[src/rtl/wbdma_sched.sv]
// wbdma_sched: round-robin scheduler sharing one wbdmac among NREQ requesters.
// Captures the winning requester's descriptor, programs the DMAC control slave
// (len, src, dst, ctl) over a pipelined Wishbone master, waits for the DMAC
// interrupt (with watchdog), reads status and reports done/err to the owner.
//
// Ports:
//   i_clk, i_reset_n           clock, async active-low reset
//   i_req                      level requests, one bit per requester
//   i_req_len/src/dst/cfg      packed per-requester descriptors
//   o_grant                    one-hot pulse while in ARB: descriptor captured
//   o_done, o_err              one-hot completion pulse, error flag alongside
//   o_busy                     scheduler not idle
//   o_dwb_*                    WB master to DMAC control port
//   i_dwb_ack/stall/err/data   WB slave responses
//   i_dma_int                  DMAC completion/error interrupt
module wbdma_sched #(
    parameter int unsigned NREQ      = 4,
    parameter int unsigned AW        = 30,
    parameter int unsigned LGTIMEOUT = 20
) (
    input  logic                 i_clk,
    input  logic                 i_reset_n,
    input  logic [NREQ-1:0]      i_req,
    input  logic [NREQ*AW-1:0]   i_req_len,
    input  logic [NREQ*32-1:0]   i_req_src,
    input  logic [NREQ*32-1:0]   i_req_dst,
    input  logic [NREQ*18-1:0]   i_req_cfg,
    output logic [NREQ-1:0]      o_grant,
    output logic [NREQ-1:0]      o_done,
    output logic                 o_err,
    output logic                 o_busy,
    output logic                 o_dwb_cyc,
    output logic                 o_dwb_stb,
    output logic                 o_dwb_we,
    output logic [1:0]           o_dwb_addr,
    output logic [31:0]          o_dwb_data,
    input  logic                 i_dwb_ack,
    input  logic                 i_dwb_stall,
    input  logic                 i_dwb_err,
    input  logic [31:0]          i_dwb_data,
    input  logic                 i_dma_int
);

    localparam int unsigned LGN   = (NREQ > 1) ? $clog2(NREQ) : 1;
    localparam int unsigned CW    = (LGTIMEOUT > 0) ? LGTIMEOUT : 1;
    localparam bit          TO_EN = (LGTIMEOUT > 0);

    localparam logic [1:0]  A_CTL = 2'd0;
    localparam logic [1:0]  A_LEN = 2'd1;
    localparam logic [1:0]  A_SRC = 2'd2;
    localparam logic [1:0]  A_DST = 2'd3;
    localparam logic [31:0] ABORT_WORD = 32'hffed_0000;

    typedef enum logic [3:0] {
        S_IDLE, S_ARB, S_WR_LEN, S_WR_SRC, S_WR_DST, S_WR_CTL,
        S_WAIT_INT, S_RD_STAT, S_ABORT, S_DONE
    } state_t;

    state_t             r_state, w_state_nxt;
    logic [LGN-1:0]     r_rr, w_rr_nxt;
    logic [LGN-1:0]     r_owner;
    logic [AW-1:0]      r_len;
    logic [31:0]        r_src, r_dst;
    logic [17:0]        r_cfg;
    logic [CW-1:0]      r_cnt, w_cnt_nxt;
    logic [NREQ-1:0]    r_grant, w_grant_nxt;
    logic [NREQ-1:0]    r_done, w_done_nxt;
    logic               r_err, w_err_nxt;
    logic               r_busy;
    logic               r_cyc, w_cyc_nxt;
    logic               r_stb, w_stb_nxt;
    logic               r_we, w_we_nxt;
    logic [1:0]         r_addr, w_addr_nxt;
    logic [31:0]        r_data, w_data_nxt;
    logic               w_cap;

    logic [LGN-1:0]     w_idx [NREQ];
    logic [LGN-1:0]     w_win;
    logic [AW-1:0]      w_sel_len;
    logic [31:0]        w_sel_src, w_sel_dst;
    logic [17:0]        w_sel_cfg;
    logic [NREQ-1:0]    w_owner_oh;
    logic [31:0]        w_ctl_word;
    logic               w_unused_stat;

    // Only the two DMAC error flags of the status word matter here.
    assign w_unused_stat = ^i_dwb_data[29:0];

    assign w_owner_oh = NREQ'(1) << r_owner;
    assign w_ctl_word = {2'b00, r_cfg[17], r_cfg[16], 12'hfed, r_cfg[15:0]};

    // Search order starting at the round-robin pointer, wrapping.
    always_comb begin
        for (int unsigned k = 0; k < NREQ; k++) begin
            w_idx[k] = LGN'((32'(r_rr) + k) % NREQ);
        end
    end

    // Winner = first asserted request at/after the pointer; mux its descriptor.
    always_comb begin
        w_win     = '0;
        w_sel_len = '0;
        w_sel_src = '0;
        w_sel_dst = '0;
        w_sel_cfg = '0;
        for (int k = NREQ - 1; k >= 0; k--) begin
            if (i_req[w_idx[k]]) w_win = w_idx[k];
        end
        for (int unsigned k = 0; k < NREQ; k++) begin
            if (w_win == LGN'(k)) begin
                w_sel_len = i_req_len[k*AW +: AW];
                w_sel_src = i_req_src[k*32 +: 32];
                w_sel_dst = i_req_dst[k*32 +: 32];
                w_sel_cfg = i_req_cfg[k*18 +: 18];
            end
        end
    end

    // Next-state and next-output logic; every output is registered so each
    // output value lines up with the state it belongs to.
    always_comb begin
        w_state_nxt = r_state;
        w_rr_nxt    = r_rr;
        w_cnt_nxt   = '0;
        w_grant_nxt = '0;
        w_done_nxt  = '0;
        w_err_nxt   = 1'b0;
        w_cyc_nxt   = r_cyc;
        w_stb_nxt   = r_stb;
        w_we_nxt    = r_we;
        w_addr_nxt  = r_addr;
        w_data_nxt  = r_data;
        w_cap       = 1'b0;

        case (r_state)
            S_IDLE: begin
                if (|i_req) begin
                    w_cap       = 1'b1;
                    w_grant_nxt = NREQ'(1) << w_win;
                    w_state_nxt = S_ARB;
                end
            end

            S_ARB: begin
                if (r_len == '0) begin
                    w_state_nxt = S_DONE;
                    w_done_nxt  = w_owner_oh;
                end else begin
                    w_state_nxt = S_WR_LEN;
                end
            end

            // One WB transaction per state; a new one starts only after cyc
            // has been low for a clock.
            S_WR_LEN, S_WR_SRC, S_WR_DST, S_WR_CTL, S_RD_STAT, S_ABORT: begin
                if (!r_cyc) begin
                    w_cyc_nxt = 1'b1;
                    w_stb_nxt = 1'b1;
                    w_we_nxt  = (r_state != S_RD_STAT);
                    case (r_state)
                        S_WR_LEN: begin w_addr_nxt = A_LEN; w_data_nxt = 32'(r_len); end
                        S_WR_SRC: begin w_addr_nxt = A_SRC; w_data_nxt = r_src;      end
                        S_WR_DST: begin w_addr_nxt = A_DST; w_data_nxt = r_dst;      end
                        S_WR_CTL: begin w_addr_nxt = A_CTL; w_data_nxt = w_ctl_word; end
                        S_ABORT:  begin w_addr_nxt = A_CTL; w_data_nxt = ABORT_WORD; end
                        default:  begin w_addr_nxt = A_CTL; w_data_nxt = '0;         end
                    endcase
                end else if (i_dwb_err) begin
                    w_cyc_nxt   = 1'b0;
                    w_stb_nxt   = 1'b0;
                    w_we_nxt    = 1'b0;
                    w_state_nxt = S_DONE;
                    w_done_nxt  = w_owner_oh;
                    w_err_nxt   = 1'b1;
                end else begin
                    if (r_stb && !i_dwb_stall) w_stb_nxt = 1'b0;
                    if (i_dwb_ack) begin
                        w_cyc_nxt = 1'b0;
                        w_stb_nxt = 1'b0;
                        w_we_nxt  = 1'b0;
                        case (r_state)
                            S_WR_LEN: w_state_nxt = S_WR_SRC;
                            S_WR_SRC: w_state_nxt = S_WR_DST;
                            S_WR_DST: w_state_nxt = S_WR_CTL;
                            S_WR_CTL: w_state_nxt = S_WAIT_INT;
                            S_RD_STAT: begin
                                w_state_nxt = S_DONE;
                                w_done_nxt  = w_owner_oh;
                                w_err_nxt   = i_dwb_data[30] | i_dwb_data[31];
                            end
                            S_ABORT: begin
                                w_state_nxt = S_DONE;
                                w_done_nxt  = w_owner_oh;
                                w_err_nxt   = 1'b1;
                            end
                            default: w_state_nxt = S_IDLE;
                        endcase
                    end
                end
            end

            // Watchdog counts from zero on entry; the interrupt wins a tie.
            S_WAIT_INT: begin
                w_cnt_nxt = r_cnt + CW'(1);
                if (i_dma_int) begin
                    w_state_nxt = S_RD_STAT;
                end else if (TO_EN && (r_cnt == {CW{1'b1}})) begin
                    w_state_nxt = S_ABORT;
                end
            end

            S_DONE: begin
                w_rr_nxt    = (r_owner == LGN'(NREQ - 1)) ? '0 : r_owner + LGN'(1);
                w_state_nxt = S_IDLE;
            end

            default: w_state_nxt = S_IDLE;
        endcase
    end

    // State, pointer and registered outputs.
    always_ff @(posedge i_clk or negedge i_reset_n) begin
        if (!i_reset_n) begin
            r_state <= S_IDLE;
            r_rr    <= '0;
            r_cnt   <= '0;
            r_grant <= '0;
            r_done  <= '0;
            r_err   <= 1'b0;
            r_busy  <= 1'b0;
            r_cyc   <= 1'b0;
            r_stb   <= 1'b0;
            r_we    <= 1'b0;
            r_addr  <= '0;
            r_data  <= '0;
        end else begin
            r_state <= w_state_nxt;
            r_rr    <= w_rr_nxt;
            r_cnt   <= w_cnt_nxt;
            r_grant <= w_grant_nxt;
            r_done  <= w_done_nxt;
            r_err   <= w_err_nxt;
            r_busy  <= (w_state_nxt != S_IDLE);
            r_cyc   <= w_cyc_nxt;
            r_stb   <= w_stb_nxt;
            r_we    <= w_we_nxt;
            r_addr  <= w_addr_nxt;
            r_data  <= w_data_nxt;
        end
    end

    // Descriptor and owner capture at arbitration.
    always_ff @(posedge i_clk or negedge i_reset_n) begin
        if (!i_reset_n) begin
            r_owner <= '0;
            r_len   <= '0;
            r_src   <= '0;
            r_dst   <= '0;
            r_cfg   <= '0;
        end else if (w_cap) begin
            r_owner <= w_win;
            r_len   <= w_sel_len;
            r_src   <= w_sel_src;
            r_dst   <= w_sel_dst;
            r_cfg   <= w_sel_cfg;
        end
    end

    assign o_grant    = r_grant;
    assign o_done     = r_done;
    assign o_err      = r_err;
    assign o_busy     = r_busy;
    assign o_dwb_cyc  = r_cyc;
    assign o_dwb_stb  = r_stb;
    assign o_dwb_we   = r_we;
    assign o_dwb_addr = r_addr;
    assign o_dwb_data = r_data;

endmodule

[config.mk]
export PLATFORM = sky130hd
export DESIGN_NAME = wbdma_sched
export DESIGN_NICKNAME = d
export VERILOG_FILES = /design/src/rtl/wbdma_sched.sv
export SDC_FILE = /design/constraint.sdc
export NUM_CORES = 1
export LEC_CHECK = 0
export BUFFER_PORTS_ARGS = -buffer_cell sky130_fd_sc_hd__buf_2
export CORE_AREA = 2 2 210 212
export DETAILED_ROUTE_END_ITERATION = 10
export DIE_AREA = 0 0 212 214
export PLACE_DENSITY = 0.49
export RECOVER_POWER = 25
export SETUP_SLACK_MARGIN = 0.1
export SLEW_MARGIN = 25
export SYNTH_ARGS = -nofsm -noshare
export SYNTH_HDL_FRONTEND = slang
export SYNTH_SLANG_ARGS = --single-unit
[constraint.sdc]
create_clock -name i_clk -period 2.3 [get_ports i_clk]
set_clock_uncertainty 0.05 [all_clocks]
set_input_delay 0.46 -clock i_clk [delete_from_list [all_inputs] [get_ports i_clk]]
set_output_delay 0.46 -clock i_clk [all_outputs]
set_load 0.01 [all_outputs]
==> summary.txt, run 1 <==
Cells and area
  • Net count, final: 2197
  • Fin cells: between 2000 and 2500
  • Fillers: 4468
  • Synth-to-layout area growth: 47.4%
  • Layout cells sized above 1: between 40 and 50%

Global routing
  • Vias in the first global route: 11662
  • Total GRT Usage: a little over a fifth
  • Gr ovfl total: 0
  • First-pass GRT wire length: 72200 µm
  • Initial antenna violation count: 3
  • Largest net degree at the start of global routing: 53

Timing
  • Final-report setup violation count: 0
  • RSZ-0062 raised after global routing: true
  • Fmax: 466 MHz
  • Min Tclk post-route: 2140 ps
  • Final Max Tran Viols: 0
  • Worst slew margin: 7.43%
  • Hold slack: 186 ps
  • Slew @ Worst Pin: 1390 ps
  • Final Hold Fails: 0
  • Tcrit/Tclk final: between 90 and 100%

Drt
  • DR vias: 11330
  • WL/cell: 22.1 µm
  • Total iterations of the first detailed-routing run: 5
  • Total wire length: 50800 µm
  • Iteration-0 DRC Markers: about 700
  • Routed Antenna Nets: 0
  • Via density: just under 5
  • # DRC: 0

Clock network
  • Root Buffer: clkbuf_16
  • Clock slew at reported path FFs: 70 ps
  • Sink Count: 187
  • Cts bufs inserted: 17
  • Skew-Pair Late Insertion Delay: 460 ps
  • CTS tree: done
  • Clk buf depth: 2
  • H-tree depth: 4

Synth
  • Synth area leader: dfrtp_1
  • Number of synthesized register bits: 187
  • Synth Warn #: 0
  • Ranking of synthesized cells by area: dfrtp_1, mux2i_1, nand2_1, mux2_2, a31oi_1
  • Post-synth ARST share: between 90% and 100%
  • Syn Nets: 1647
  • Post-synth top flop: dfrtp_1
  • Cell Area, Synth: between 10000 and 15000 µm²
  • Register area share after synthesis: 43.6%
  • Top-area cell type share of the netlist area: between 40% and 50%
  • Number of synthesized flops with an enable pin: 0
  • Cells after Synth: 1152
  • Count of cell types in the netlist: 48
  • Cell with the most instances after synthesis: nand2_1
  • Most instantiated cells after synthesis: nand2_1, dfrtp_1, mux2i_1
  • Syn Area/Cell: 9.32 µm²

Pwr
  • Power per cell area: 1290 nW/µm²
  • VDD IR max: 0.000448 V
  • Leak Pwr: 7.61 nW

Floorplan
  • Initial cell density of the core: 25.0%
  • IO Count: ~540
  • Site row count: 76
  • Die X: 212 µm
  • Die area: around 45000 µm²
  • Core ar.: 42900 µm²
  • Die height: 214 µm

Critical path
  • CP Capture Type: flip-flop
  • Crit start category: flip-flop
  • CP arrival: about 2400 ps
  • Setup CP Type: flip-flop to flip-flop
  • Crit Path Max Fanout: 8
  • WP data required: 2590 ps

Outcome
  • Outcome: complete, no violations

Placed design
  • Placed cells: 2246
  • DP HPWL: 38400 µm
  • Routability Congestion: 0.865
  • PortBufs: 506

Job
  • Max Cap Violations: 0

Worst hold path
  • HP Class: primary input to flip-flop
## stage by stage
stage	utilization (%)	cell area (µm²)	TNS [ps]	setup WS (ps)	total power [mW]
finish	36.9	15800	0	155	20.5
global route	36.9	15800	0	30.7	21.8
CTS	36.0	15400	0	92.1	19.9
detailed placement	34.2	14700	-334	-63.3	16.2
global placement	34.2	14700	-204	-62.7	16.2
floorplan	-	10700	0	288	11.4
## per-layer routing
metal	up-vias	part of all wire, %	wire length [µm]	track usage (%)
li1	5365	-	-	-
met1	5535	43	22000	27.9
met2	377	50	25300	36.7
met3	53	4.7	2400	3.59
met4	0	2.1	1080	6.53
met5	-	0	0	0
## worst max-delay path, stage by stage (launching register included)
cell       delay [ps]
dfrtp_2           440
nor3b_1           150
a211o_1           240
nor2b_4           140
buf_12            140
clkbuf_16         170
buf_4             160
nand2_1           100
a21oi_2            80
buf_4             130
a211o_1           220
## where the power goes
group | leakage [nW] | internal, mW | total, mW | switching [mW]
clock | 0.322 | 1.99 | 3.47 | 1.48
combinational | 4.97 | 5.02 | 11.0 | 5.96
sequential | 2.32 | 4.69 | 6.03 | 1.33
total | 7.61 | 11.7 | 20.5 | 8.77
## area by class of cell
| type | instances | area, µm² | area share (%) |
|---|---|---|---|
| inverter | 7 | 26.3 | 0.166 |
| antenna | 3 | 7.51 | 0.0474 |
| multi-input combinational | 861 | 5840 | 36.9 |
| sequential | 187 | 4680 | 29.6 |
| clock inverter | 14 | 231 | 1.46 |
| timing repair buffer | 628 | 3870 | 24.5 |
| clock buffer | 18 | 439 | 2.77 |
| tap | 585 | 732 | 4.62 |
## repair_timing
item	CTS	global route
resized for setup	6	36
pin swaps	1	3
endpoints found under the hold margin	47	0
cloned	1	8
hold buffers	1	0
setup endpoints to repair	41	105
buffers inserted	3	9
## cell usage in the layout (no fill, tap or decap), drive strengths merged, types with 8 or more instances in the layout
cell type,n
buf,618
nand2,235
dfrtp,187
mux2i,93
mux2,58
o21ai,52
a31oi,48
nor2,45
a21oi,43
o22ai,38
o221ai,29
a22oi,27
clkbuf,27
a22o,19
a221oi,19
a211o,17
a21o,14
o21a,13
a32oi,13
inv,12
nand2b,11
xor2,10
nand3,10
xnor2,8
nor4,8
## final timing paths
check | from | end | depth (start not counted) | slack [ps]
worst max-delay path | r_rr[0] | r_src[12] | 10 | 160
worst min-delay path | i_dwb_data[30] | o_err | 2 | 190
worst max register to register | r_rr[0] | r_src[12] | 10 | 160
worst min register to register | o_dwb_data[22] | o_dwb_data[22] | 1 | 430
max in group asynchronous | i_reset_n | r_dst[3] | 3 | 320
min in group asynchronous | i_reset_n | o_dwb_addr[1] | 2 | 820
## sequential cells by signal (all words and copies together), names as in the netlist, 2 cells and up
register	cells
r_cnt	20
r_dst	32
r_rr	2
o_done	4
r_state	4
r_len	30
o_dwb_data	32
r_owner	2
r_src	32
o_dwb_addr	2
r_cfg	18
o_grant	4
## kinds of logic after synthesis
group / count (synthesis) / share of synthesized area [%]
compound gates: 341 / 22.0
xor+xnor: 18 / 1.47
fa+ha+maj: 5 / 0.583
buf+inv: 105 / 4.13
flops: 187 / 43.6
mux: 151 / 14.8
simple gates: 345 / 13.5
(Power assumes the default switching activity.)
==> run 2: changes to the inputs <==
ABC_AREA = 1   (was default)
CORE_AREA = 2 2 212 214   (was 2 2 210 212)
DIE_AREA = 0 0 214 216   (was 0 0 212 214)
PLACE_DENSITY = 0.52   (was 0.49)
==> summary.txt, run 2 <==
Global routing
  • Initial antenna violation count: 4 (was 3)
  • First-pass GRT wire length: 83800 µm (was 72200 µm)
  • Vias in the first global route: 14154 (was 11662)
  • Largest net degree at the start of global routing: 89 (was 53)
  • Gr ovfl total: 0 (unchanged)
  • Total GRT Usage: 23.7% (was 21.6%)

Timing
  • Final-report setup violation count: 0 (unchanged)
  • Worst slew margin: 50.8% (was 7.43%)
  • Tcrit/Tclk final: 97.9% (was 93.2%)
  • Final Hold Fails: 0 (unchanged)
  • RSZ-0062 raised after global routing: true (unchanged)
  • Worst Slack Setup Final: 49.3 ps (was 155 ps)
  • Slew @ Worst Pin: 738 ps (was 1390 ps)
  • Fmax: 444 MHz (was 466 MHz)
  • Min Tclk post-route: 2250 ps (was 2140 ps)
  • Final Max Tran Viols: 0 (unchanged)

Drt
  • Iteration-0 DRC Markers: 1117 (was 684)
  • Routed Antenna Nets: 0 (unchanged)
  • Via density: 4.93 (was 4.92)
  • Total wire length: 59800 µm (was 50800 µm)
  • # DRC: 0 (unchanged)
  • Total iterations of the first detailed-routing run: 5 (unchanged)
  • WL/cell: 19.8 µm (was 22.1 µm)
  • DR vias: 14872 (was 11330)

Floorplan
  • IO Count: 537 (unchanged)
  • Die height: 216 µm (was 214 µm)
  • Site row count: 77 (was 76)
  • Core ar.: 43800 µm² (was 42900 µm²)
  • Die area: 46200 µm² (was 45400 µm²)
  • Die X: 214 µm (was 212 µm)
  • Initial cell density of the core: 28.0% (was 25.0%)

Pwr
  • Int Power: 15.2 mW (was 11.7 mW)
  • Switch share: 51.1% (was 42.8%)
  • Clock share of power: 9.9% (was 17.0%)
  • Power per cell area: 1710 nW/µm² (was 1290 nW/µm²)
  • Seq pwr share: 18.1% (was 29.4%)
  • Net Switching: 15.9 mW (was 8.77 mW)
  • Leak Pwr: 9.58 nW (was 7.61 nW)
  • VDD IR max: 0.00103 V (was 0.000448 V)
  • Comb power frac: 72.0% (was 53.6%)

Clock network
  • Root Buffer: clkbuf_16 (unchanged)
  • H-tree depth: 4 (unchanged)
  • Skew-Pair Late Insertion Delay: 460 ps (about the same)
  • Clock slew at reported path FFs: 80 ps (was 70 ps)
  • Cts bufs inserted: 17 (unchanged)
  • CTS tree: done (unchanged)
  • Clk buf depth: 2 (unchanged)
  • Sink Count: 187 (unchanged)

Synth
  • Top-area cell type share of the netlist area: 38.1% (was 43.6%)
  • Count of cell types in the netlist: 37 (was 48)
  • Post-synth ARST share: 100% (unchanged)
  • Ranking of synthesized cells by area: dfrtp_1, nand2_1, nand3_1, nor2_1, o21ai_0 (was dfrtp_1, mux2i_1, nand2_1, mux2_2, a31oi_1)
  • XOR/XNOR Fraction of Synth Area: 0.214% (was 1.47%)
  • Compound-Gate Fraction of Synth Area: 10.1% (was 22.0%)
  • Cell Area, Synth: 12300 µm² (was 10700 µm²)
  • Syn Nets: 2359 (was 1647)
  • Syn Area/Cell: 6.58 µm² (was 9.32 µm²)
  • Register area share after synthesis: 38.1% (was 43.6%)
  • Simple-Gate Fraction of Synth Area: 41.4% (was 13.5%)
  • Number of synthesized flops with an enable pin: 0 (unchanged)
  • Post-synth top flop: dfrtp_1 (unchanged)
  • Mux cell area share after synthesis: 0% (was 14.8%)
  • Cells after Synth: 1864 (was 1152)
  • Most instantiated cells after synthesis: nand2_1, nand3_1, nor2_1 (was nand2_1, dfrtp_1, mux2i_1)
  • Cell with the most instances after synthesis: nand2_1 (unchanged)
  • Adder-Cell Fraction of Synth Area: 0.510% (was 0.583%)
  • Number of synthesized register bits: 187 (unchanged)
  • Synth Warn #: 0 (unchanged)
  • Main combinational cell family by area after synthesis: simple AND/OR/NAND/NOR gates (was compound AO/OA/AOI/OAI gates)
  • Synth area leader: dfrtp_1 (unchanged)

Critical path
  • Critical path, cell by cell: buf_6 > nand2_2 > nand2_2 > nand2_4 > nand2_4 > nand2_4 > inv_2 > nor2_4 > buf_6 > buf_12 > buf_6 > nand4_1 > nand3_2 > nor2_4 > buf_6 > nor2_4 (was nor3b_1 > a211o_1 > nor2b_4 > buf_12 > clkbuf_16 > buf_4 > nand2_1 > a21oi_2 > buf_4 > a211o_1)
  • Critical-path top delay cell: dfrtp_2 (unchanged)
  • WP data required: 2650 ps (was 2590 ps)
  • Crit start category: flip-flop (unchanged)
  • CP top delay family: simple AND/OR/NAND/NOR gates (was buffers and inverters)
  • Setup CP Type: flip-flop to flip-flop (unchanged)
  • CP bufs+invs: 6 (was 4)
  • CP max stage delay: 470 ps (was 440 ps)
  • Most frequent CP cell: buf_6
  • CP Capture Type: flip-flop (unchanged)
  • Crit Path Max Fanout: 6 (was 8)
  • CP arrival: 2600 ps (was 2430 ps)

Cells and area
  • Finished Core Util: 41.5% (was 36.9%)
  • Fin cells: 3016 (was 2303)
  • Post-Layout Inst Area: 18200 µm² (was 15800 µm²)
  • Layout cells sized above 1: 35.3% (was 44.2%)
  • Commonest non-fill, non-tap cell in the layout: nand2_1 (was buf_2)
  • Synth-to-layout area growth: 48.2% (was 47.4%)
  • Net count, final: 2903 (was 2197)
  • Fillers: 4669 (was 4468)
  • Most frequent cells in the layout: nand2_1, buf_2, nand3_1 (was buf_2, nand2_1, dfrtp_1)

Placed design
  • Placement Setup Slack: -119 ps (was -63.3 ps)
  • Placed cell area: 16100 µm² (was 14700 µm²)
  • Placed cells: 2931 (was 2246)
  • Routability Congestion: 0.890 (was 0.865)
  • PortBufs: 506 (unchanged)
  • DP HPWL: 43400 µm (was 38400 µm)

Worst hold path
  • HP Class: primary input to flip-flop (unchanged)

Job
  • Max Cap Violations: 0 (unchanged)

Outcome
  • Outcome: complete, no violations (unchanged)
==> run 2: cell families after synthesis <==
kind of cell / Yosys count
xor gates and xnor gates: 3
and+or+nand+nor: 1164
buffers and inverters: 278
AOI/OAI and AO/OA: 227
DFF: 187
adders and majority gates: 5
==> run 2: power by group through the flow <==
stage	clock network (mW)	logic [mW]	registers, mW
3_3_place_gp	0	17.4	5.64
5_1_grt	3.26	24.3	5.77
3_5_place_dp	0	17.5	5.66
6_report	3.07	22.4	5.62
2_1_floorplan	0	10.9	5.40
4_1_cts	3.13	18.9	5.61
==> run 2: cell type report <==
| class | count | area, µm² | share of cell area [%] |
|---|---|---|---|
| diodes | 3 | 7.51 | 0.0413 |
| clock buffers | 18 | 439 | 2.42 |
| clock inverters | 14 | 148 | 0.812 |
| repair buffers | 653 | 4540 | 25.0 |
| well taps | 592 | 741 | 4.07 |
| inverters | 149 | 586 | 3.22 |
| flip-flops and latches | 187 | 4680 | 25.7 |
| multi-input cells | 1400 | 7040 | 38.7 |
==> run 2: worst paths after layout <==
| kind | cells past startpoint | slack (ps) | end | startpoint |
|---|---|---|---|---|
| worst max-delay path | 16 | 50 | r_dst[23] | r_rr[0] |
| worst min-delay path | 3 | 200 | r_src[3] | i_req_src[3] |
| worst max register to register | 16 | 50 | r_dst[23] | r_rr[0] |
| worst min register to register | 2 | 420 | o_dwb_data[21] | o_dwb_data[21] |
| max in group asynchronous | 3 | 660 | o_dwb_data[21] | i_reset_n |
| min in group asynchronous | 2 | 480 | o_dwb_data[17] | i_reset_n |
==> run 2: what timing repair did <==
action                                  CTS  global route
hold endpoints to repair                 48             0
pin swaps                                12            74
gates resized for setup                  32           207
endpoints found under the setup margin  109           144
setup buffers                            10            17
hold buffers                              1             0
gates cloned                              5            18
==> run 2: per-layer routing <==
layer  part of all wire [%]  vias up  track usage [%]
met1                     44     7016             31.8
met2                     48      541             39.4
met5                      0        -                0
li1                       -     7246                -
met4                    2.6        0             6.90
met3                    5.4       69             3.97
==> run 2: stage by stage <==
| stage | hold slack, ps | setup TNS, ps | power (mW) |
|---|---|---|---|
| after floorplan | 114 | 0 | 16.3 |
| after global routing | 203 | -585 | 33.4 |
| final | 205 | 0 | 31.1 |
| after detailed placement | 384 | -578 | 23.2 |
| after global placement | 389 | -558 | 23.0 |
| after CTS | 192 | 0 | 27.7 |
==> run 2: worst min-delay path: stages <==
cell	delay, ps
buf_2	80
o211ai_1	80
nand2_1	60
